File: src/rtl/sprite_engine.sv
// Bouncing square sprite for a VGA pixel pipeline: moves once per frame,
// recolours on every wall bounce, and renders one registered pixel per clock.
module sprite_engine #(
    parameter int unsigned H_ACTIVE = 1440,
    parameter int unsigned V_ACTIVE = 900,
    parameter int unsigned SIZE     = 64,
    parameter int unsigned STEP     = 4,
    parameter int unsigned INIT_X   = 520,
    parameter int unsigned INIT_Y   = 300
) (
    input  logic        clk,
    input  logic        rst_n,
    input  logic [10:0] curr_x,
    input  logic [10:0] curr_y,
    input  logic        pause,
    output logic [3:0]  draw_r,
    output logic [3:0]  draw_g,
    output logic [3:0]  draw_b,
    output logic        frame_tick,
    output logic [7:0]  bounce_count
);

    localparam int unsigned CW = 11;
    localparam int unsigned PW = CW + 1;
    localparam int unsigned BW = 8;

    localparam logic [PW-1:0] X_LIMIT = PW'(H_ACTIVE);
    localparam logic [PW-1:0] Y_LIMIT = PW'(V_ACTIVE);
    localparam logic [PW-1:0] REACH   = PW'(SIZE + STEP);
    localparam logic [PW-1:0] EXTENT  = PW'(SIZE);
    localparam logic [CW-1:0] X_MAX   = CW'(H_ACTIVE - SIZE);
    localparam logic [CW-1:0] Y_MAX   = CW'(V_ACTIVE - SIZE);
    localparam logic [CW-1:0] STEP_C  = CW'(STEP);
    localparam logic [CW-1:0] INIT_XC = CW'(INIT_X);
    localparam logic [CW-1:0] INIT_YC = CW'(INIT_Y);
    localparam logic [CW-1:0] TICK_Y  = CW'(V_ACTIVE);

    logic [CW-1:0] r_pos_x;
    logic [CW-1:0] r_pos_y;
    logic          r_dx;
    logic          r_dy;
    logic [1:0]    r_palette;
    logic [BW-1:0] r_bounce;
    logic          r_frame_tick;
    logic          r_pause_meta;
    logic          r_pause_sync;
    logic [3:0]    r_draw_r;
    logic [3:0]    r_draw_g;
    logic [3:0]    r_draw_b;

    logic          w_tick;
    logic          w_update;
    logic [CW-1:0] w_pos_x_nxt;
    logic [CW-1:0] w_pos_y_nxt;
    logic          w_dx_nxt;
    logic          w_dy_nxt;
    logic          w_x_hit;
    logic          w_y_hit;
    logic [PW-1:0] w_x_end;
    logic [PW-1:0] w_y_end;
    logic          w_inside;
    logic [3:0]    w_pal_r;
    logic [3:0]    w_pal_g;
    logic [3:0]    w_pal_b;

    assign w_tick   = (curr_x == '0) && (curr_y == TICK_Y);
    assign w_update = w_tick && !r_pause_sync;

    // Next position/direction for each axis; a wall hit clamps to the wall and reverses
    always_comb begin
        w_pos_x_nxt = r_pos_x;
        w_dx_nxt    = r_dx;
        w_x_hit     = 1'b0;
        w_pos_y_nxt = r_pos_y;
        w_dy_nxt    = r_dy;
        w_y_hit     = 1'b0;

        if (r_dx) begin
            if (({1'b0, r_pos_x} + REACH) >= X_LIMIT) begin
                w_pos_x_nxt = X_MAX;
                w_dx_nxt    = 1'b0;
                w_x_hit     = 1'b1;
            end else begin
                w_pos_x_nxt = r_pos_x + STEP_C;
            end
        end else if (r_pos_x <= STEP_C) begin
            w_pos_x_nxt = '0;
            w_dx_nxt    = 1'b1;
            w_x_hit     = 1'b1;
        end else begin
            w_pos_x_nxt = r_pos_x - STEP_C;
        end

        if (r_dy) begin
            if (({1'b0, r_pos_y} + REACH) >= Y_LIMIT) begin
                w_pos_y_nxt = Y_MAX;
                w_dy_nxt    = 1'b0;
                w_y_hit     = 1'b1;
            end else begin
                w_pos_y_nxt = r_pos_y + STEP_C;
            end
        end else if (r_pos_y <= STEP_C) begin
            w_pos_y_nxt = '0;
            w_dy_nxt    = 1'b1;
            w_y_hit     = 1'b1;
        end else begin
            w_pos_y_nxt = r_pos_y - STEP_C;
        end
    end

    // One extra bit on the far edge so pos+SIZE never wraps
    assign w_x_end  = {1'b0, r_pos_x} + EXTENT;
    assign w_y_end  = {1'b0, r_pos_y} + EXTENT;
    assign w_inside = ({1'b0, curr_x} >= {1'b0, r_pos_x}) && ({1'b0, curr_x} < w_x_end) &&
                      ({1'b0, curr_y} >= {1'b0, r_pos_y}) && ({1'b0, curr_y} < w_y_end);

    always_comb begin
        w_pal_r = 4'hF;
        w_pal_g = 4'hF;
        w_pal_b = 4'hF;
        case (r_palette)
            2'd1:    begin w_pal_r = 4'hF; w_pal_g = 4'h0; w_pal_b = 4'h0; end
            2'd2:    begin w_pal_r = 4'h0; w_pal_g = 4'hF; w_pal_b = 4'h0; end
            2'd3:    begin w_pal_r = 4'h0; w_pal_g = 4'h0; w_pal_b = 4'hF; end
            default: begin w_pal_r = 4'hF; w_pal_g = 4'hF; w_pal_b = 4'hF; end
        endcase
    end

    always_ff @(posedge clk) begin
        if (!rst_n) begin
            r_pos_x      <= INIT_XC;
            r_pos_y      <= INIT_YC;
            r_dx         <= 1'b1;
            r_dy         <= 1'b1;
            r_palette    <= 2'd0;
            r_bounce     <= '0;
            r_frame_tick <= 1'b0;
            r_pause_meta <= 1'b0;
            r_pause_sync <= 1'b0;
            r_draw_r     <= '0;
            r_draw_g     <= '0;
            r_draw_b     <= '0;
        end else begin
            r_pause_meta <= pause;
            r_pause_sync <= r_pause_meta;
            r_frame_tick <= w_tick;
            if (w_update) begin
                r_pos_x <= w_pos_x_nxt;
                r_pos_y <= w_pos_y_nxt;
                r_dx    <= w_dx_nxt;
                r_dy    <= w_dy_nxt;
                // A corner hit is a single bounce event
                if (w_x_hit || w_y_hit) begin
                    r_palette <= r_palette + 2'd1;
                    r_bounce  <= r_bounce + BW'(1);
                end
            end
            r_draw_r <= w_inside ? w_pal_r : 4'h0;
            r_draw_g <= w_inside ? w_pal_g : 4'h0;
            r_draw_b <= w_inside ? w_pal_b : 4'h0;
        end
    end

    assign draw_r       = r_draw_r;
    assign draw_g       = r_draw_g;
    assign draw_b       = r_draw_b;
    assign frame_tick   = r_frame_tick;
    assign bounce_count = r_bounce;

endmodule

File: config.mk
export PLATFORM = sky130hd
export DESIGN_NAME = sprite_engine
export DESIGN_NICKNAME = d
export VERILOG_FILES = /design/src/rtl/sprite_engine.sv
export SDC_FILE = /design/constraint.sdc
export NUM_CORES = 1
export LEC_CHECK = 0
export BUFFER_PORTS_ARGS = -buffer_cell sky130_fd_sc_hd__buf_4
export CAP_MARGIN = 20
export CORE_AREA = 4 4 87 89
export CTS_BUF_LIST = sky130_fd_sc_hd__clkbuf_4
export CTS_CLUSTER_DIAMETER = 150
export CTS_CLUSTER_SIZE = 24
export DETAILED_ROUTE_END_ITERATION = 6
export DIE_AREA = 0 0 91 93
export PLACE_DENSITY = 0.67
export SYNTH_ARGS = -nofsm -noshare
export SYNTH_HDL_FRONTEND = slang
export SYNTH_SLANG_ARGS = --single-unit
File: constraint.sdc
create_clock -name clk -period 5.9 [get_ports clk]
set_input_delay 0.59 -clock clk [delete_from_list [all_inputs] [get_ports clk]]
set_output_delay 0.59 -clock clk [all_outputs]
set_load 0.01 [all_outputs]
# == Yosys cells after proc, flatten, opt, wreduce, memory -nomap -nowiden ==
# Cells that the tools add are included.
# totals
output_inout_bits,21
word_cells,66
regBits,49
in_bits,25
# classes
n_eq_ne,4
n_mux,19
magnitude_cmp,8
addsub,10
reduce_logical,13
# ops
op,count
11-bit 2-to-1 mux,6
11-bit by 7-bit adder with 12-bit output (second input constant),4
11-bit by 12-bit less-than comparator with 1-bit output,2
11-bit by 3-bit adder with 11-bit output (second input constant),2
11-bit >= comparator,2
11-bit by 3-bit less-or-equal comparator with 1-bit output (second input constant),2
11-bit by 3-bit subtractor with 11-bit output (second input constant),2
12-bit by 10-bit >= comparator with 1-bit output (second input constant),1
12-bit by 11-bit >= comparator with 1-bit output (second input constant),1
4-bit 2-to-1 mux,3
11-bit by 10-bit == test with 1-bit output (second input constant),1
11-bit logical NOT,1
1-bit 2-to-1 mux,10
8-bit by 1-bit adder with 8-bit output (second input constant),1
2-bit OR reduction,3
1-bit logical AND,5
2-bit == test (second input constant),2
2-bit AND reduction,2
2-bit by 1-bit adder with 2-bit output (second input constant),1
2-bit by 1-bit == test with 1-bit output (second input constant),1
1-bit logical NOT,1
1-bit logical OR,1

# == Logic depth before layout (Yosys ltp) ==
# depth
word_depth,6
mapped_depth,12
mapped_depth_nobuf,10

# == Worst setup path after synthesis ==
# Ideal clock, no wire load.
# synth_timing
path_kind,reg2reg
start,reg r_pos_x[6]
end,"reg r_bounce[3], in the netlist bounce_count[3]"
n_path_buf,2
synth_period_minus_slack_ns,2.445
setup_ns,0.115
stages_incl_launch_ff,13
required_time_ns,5.785
arrival_time_ns,2.330
setup_slack_ns,3.455
cell_sequence,dfxtp_1 -> buf_2 -> inv_2 -> ha_1 -> a41o_2 -> a222oi_1 -> o21a_2 -> o211ai_4 -> a31oi_4 -> o21ai_2 -> buf_6 -> o21a_1 -> o21a_1
# synth_via
elab_chain_len,6
# synth_rtl
element,line_no,rtl
start: declaration,38,logic [CW-1:0] r_pos_x;
start signal: assignment,148,r_pos_x <= w_pos_x_nxt;
11-bit by 7-bit adder with 12-bit output,79,"if (({1'b0, r_pos_x} + REACH) >= X_LIMIT) begin"
12-bit by 11-bit >= comparator with 1-bit output,79,
1-bit 2-to-1 mux,79,
1-bit 2-to-1 mux *,78,if (r_dx) begin
1-bit logical OR *,153,if (w_x_hit || w_y_hit) begin
2-bit AND reduction (no line) *,n/a,
end signal: assignment,155,r_bounce <= r_bounce + BW'(1);
end: declaration,43,logic [BW-1:0] r_bounce;
# Mark *: on every way between the ends. The rest lies on a longest branch, timed or not.
# A chain may end at the register's enable or synchronous reset.

# == Final worst setup path ==
# layout_timing
start,reg r_pos_x[6]
end,"reg r_bounce[6], in the netlist bounce_count[6]"
# Same word-level chain as after synthesis.

==> results by group <==
Timing
  • Setup TNS: 0 ns
  • Clk_skew: 0.0101 ns
  • Final setup fails: 0
  • Setup repair after global routing missed its margin: no
  • Final Cycle Share: 50.3%
  • Worst Slack Setup Final: 2.93 ns
  • Worst-margin pin slew: 0.893 ns
  • Fmax: 0.337 GHz
  • Final Hold Viols: 0
  • Worst hold slack: 0.457 ns
  • Max-slew violations: 0
  • Final min period: 2.97 ns
  • Slew Limit Headroom: 40.2%

Place
  • Placed cells: 514
  • Post-Place Setup Slack: 2.80 ns
  • Placer congestion estimate: 0.897
  • Port bufs: 45
  • Post-DP HPWL: 6590 µm

GRT
  • Global Route met3 Usage: 2.65%
  • Vias in the first global route: 3,129
  • Grt total ovfl: 0
  • Initial antenna violation count: 0
  • First-pass GRT wire length: 14,500 µm
  • Met1 Track Usage GR: 25.1%
  • Met2 usage: 36.3%
  • Largest net degree at the start of global routing: 24
  • GR Util All Layers: 20.5%
  • Gr busiest metal: met2

Detailed routing
  • DR vias/cell: 6.12
  • DR pass1 iterations: 6
  • DRT iter0 DRCs: 137
  • DRC: 0
  • Via count: 3,196
  • Routed Antenna Nets: 0
  • Routed wire length: 8590 µm
  • Drt wl/cell: 16.5 µm

Worst hold path
  • Hold depth: 2
  • Worst hold path type: in2reg

Synth
  • YS warnings: 0
  • Primary FF master, synth: dfxtp_1
  • Syn Inst Count: 422
  • Syn nets: 492
  • Post-Syn Area per Cell: 7.94 µm²
  • EDFF count, synth: 0
  • Seq/Total Area, Yosys: 21.5%
  • Synth unique cells: 69
  • Share of synthesized flip-flops with an asynchronous set or reset: 0%
  • Flop and latch count out of synthesis: 36
  • Cell area after synthesis: 0.00335 mm²

Clock tree
  • Worst skew pair latency: 0.34 ns
  • TritonCTS buffer count: 5
  • Worst-path clk slew: 0.11 ns
  • Hold buffers post-CTS: 0
  • Root buf cell: clkbuf_4
  • Max H-tree Level: 2
  • Post-cts sizing count: 0
  • CTS tree: done
  • Clk buf depth: 2
  • Clk sinks: 36
  • Post-CTS Setup Inserts: 0

Layout
  • Nets: 511
  • Layout cells sized above 1: 16.3%
  • Most frequent cells in the layout: ha_1 (45), buf_4 (45), dfxtp_1 (36)
  • Synth-to-layout area growth: 9.11%
  • Non-filler cells in the finished layout: 522
  • # diodes: 0

Worst setup path
  • Crit end category: flop
  • R2r worst-path depth: 10
  • Arr. time, crit path: 3.24 ns
  • CP required: 6.18 ns
  • Crit Path Category: reg2reg
  • Critical Path Fanout Max: 13
  • Setup crit start kind: flop

Power
  • VDD IR max: 0.102 mV
  • Power Dens Cells: 116 mW/mm²
  • Pleak: 0.00150 µW

Die
  • FP Rows: 30
  • Starting density of the core: 49.6%
  • Die width: 91 µm
  • IO Pins: 46
  • Die height: 93 µm
  • Core area: 0.00676 mm²
  • Die area: 0.00846 mm²

Status
  • Status: completed

Job
  • Maxcap violations: 0
==> layout make-up <==
type / instances / area, µm²
clock buffers: 5 / 37.5
clock inverters: 3 / 18.8
fillers: 667 / 3100
inverters: 27 / 101
multi-input cells: 326 / 2340
flip-flops and latches: 36 / 721
well taps: 80 / 100
repair buffers: 45 / 338
==> kinds of logic after synthesis <==
family	count (synthesis)	share of synthesized area (%)
multiplexers	1	0.299
adder cells (fa/ha/maj)	45	16.8
flip-flops	36	21.5
XOR/XNOR	14	3.66
AO/OA/AOI/OAI	135	29.0
buffers and inverters	60	8.66
AND/OR/NAND/NOR	131	20.1
==> power by group <==
group	leakage [µW]	switching (µW)	internal, µW
Sequential	0.000291	0.567	244
Clock	0.0000349	87.5	45.8
Combinational	0.00117	21.4	23.4
==> cells in the mapped netlist (all sizes together) (9+ instances only) <==
| cell type | count | share of area [%] |
|---|---|---|
| ha | 45 | 17 |
| dfxtp | 36 | 22 |
| a21oi | 34 | 5.4 |
| nor2 | 27 | 3.0 |
| inv | 26 | 2.9 |
| nand2 | 24 | 2.7 |
| o21ai | 24 | 3.7 |
| nand3 | 21 | 3.3 |
| buf | 18 | 4.0 |
| nor3 | 18 | 2.7 |
| clkbuf | 15 | 1.7 |
| o21a | 15 | 3.4 |
| xnor2 | 12 | 3.1 |
| and2 | 9 | 1.7 |
==> sequential cells by signal, summed over array words and instances, names as in the netlist <==
| name | cells |
|---|---|
| r_pos_x | 9 |
| r_pos_y | 9 |
| bounce_count | 8 |
| r_palette | 2 |
| draw_b | 1 |
| draw_g | 1 |
| draw_r | 1 |
| frame_tick | 1 |
| r_dx | 1 |
| r_dy | 1 |
| r_pause_meta | 1 |
| r_pause_sync | 1 |
==> stage by stage <==
step                      area (µm²)  total power [µW]  utilization, %
after floorplan                 3350               272               -
after global placement          3600               294            53.3
after CTS                       3660               430            54.1
final                           3660               423            54.1
after global routing            3660               446            54.1
after detailed placement        3600               295            53.3
==> routing by layer <==
metal	vias to the layer above	part of all wire (%)	routed length [µm]
met3	17	3.6	308
met2	82	50	4320
met1	1500	44	3770
li1	1597	-	-
met4	0	2.2	191
met5	-	0	0
==> critical path, stage by stage (launching register included) <==
cell      delay (ns)
dfxtp_1         0.63
inv_2           0.15
ha_1            0.22
a41o_2          0.29
a222oi_1        0.28
o21a_2          0.21
o211ai_4        0.09
a31oi_4         0.26
o21ai_2         0.21
or3_1           0.40
a21oi_1         0.15
==> path summary, 6_finish.rpt <==
kind / slack, ns / to / startpoint
max: 2.93 / bounce_count[6] / r_pos_x[6]
max reg2reg: 2.93 / bounce_count[6] / r_pos_x[6]
min reg2reg: 0.47 / r_pause_sync / r_pause_meta
min: 0.46 / r_pause_meta / pause
(Power assumes the default switching activity.)
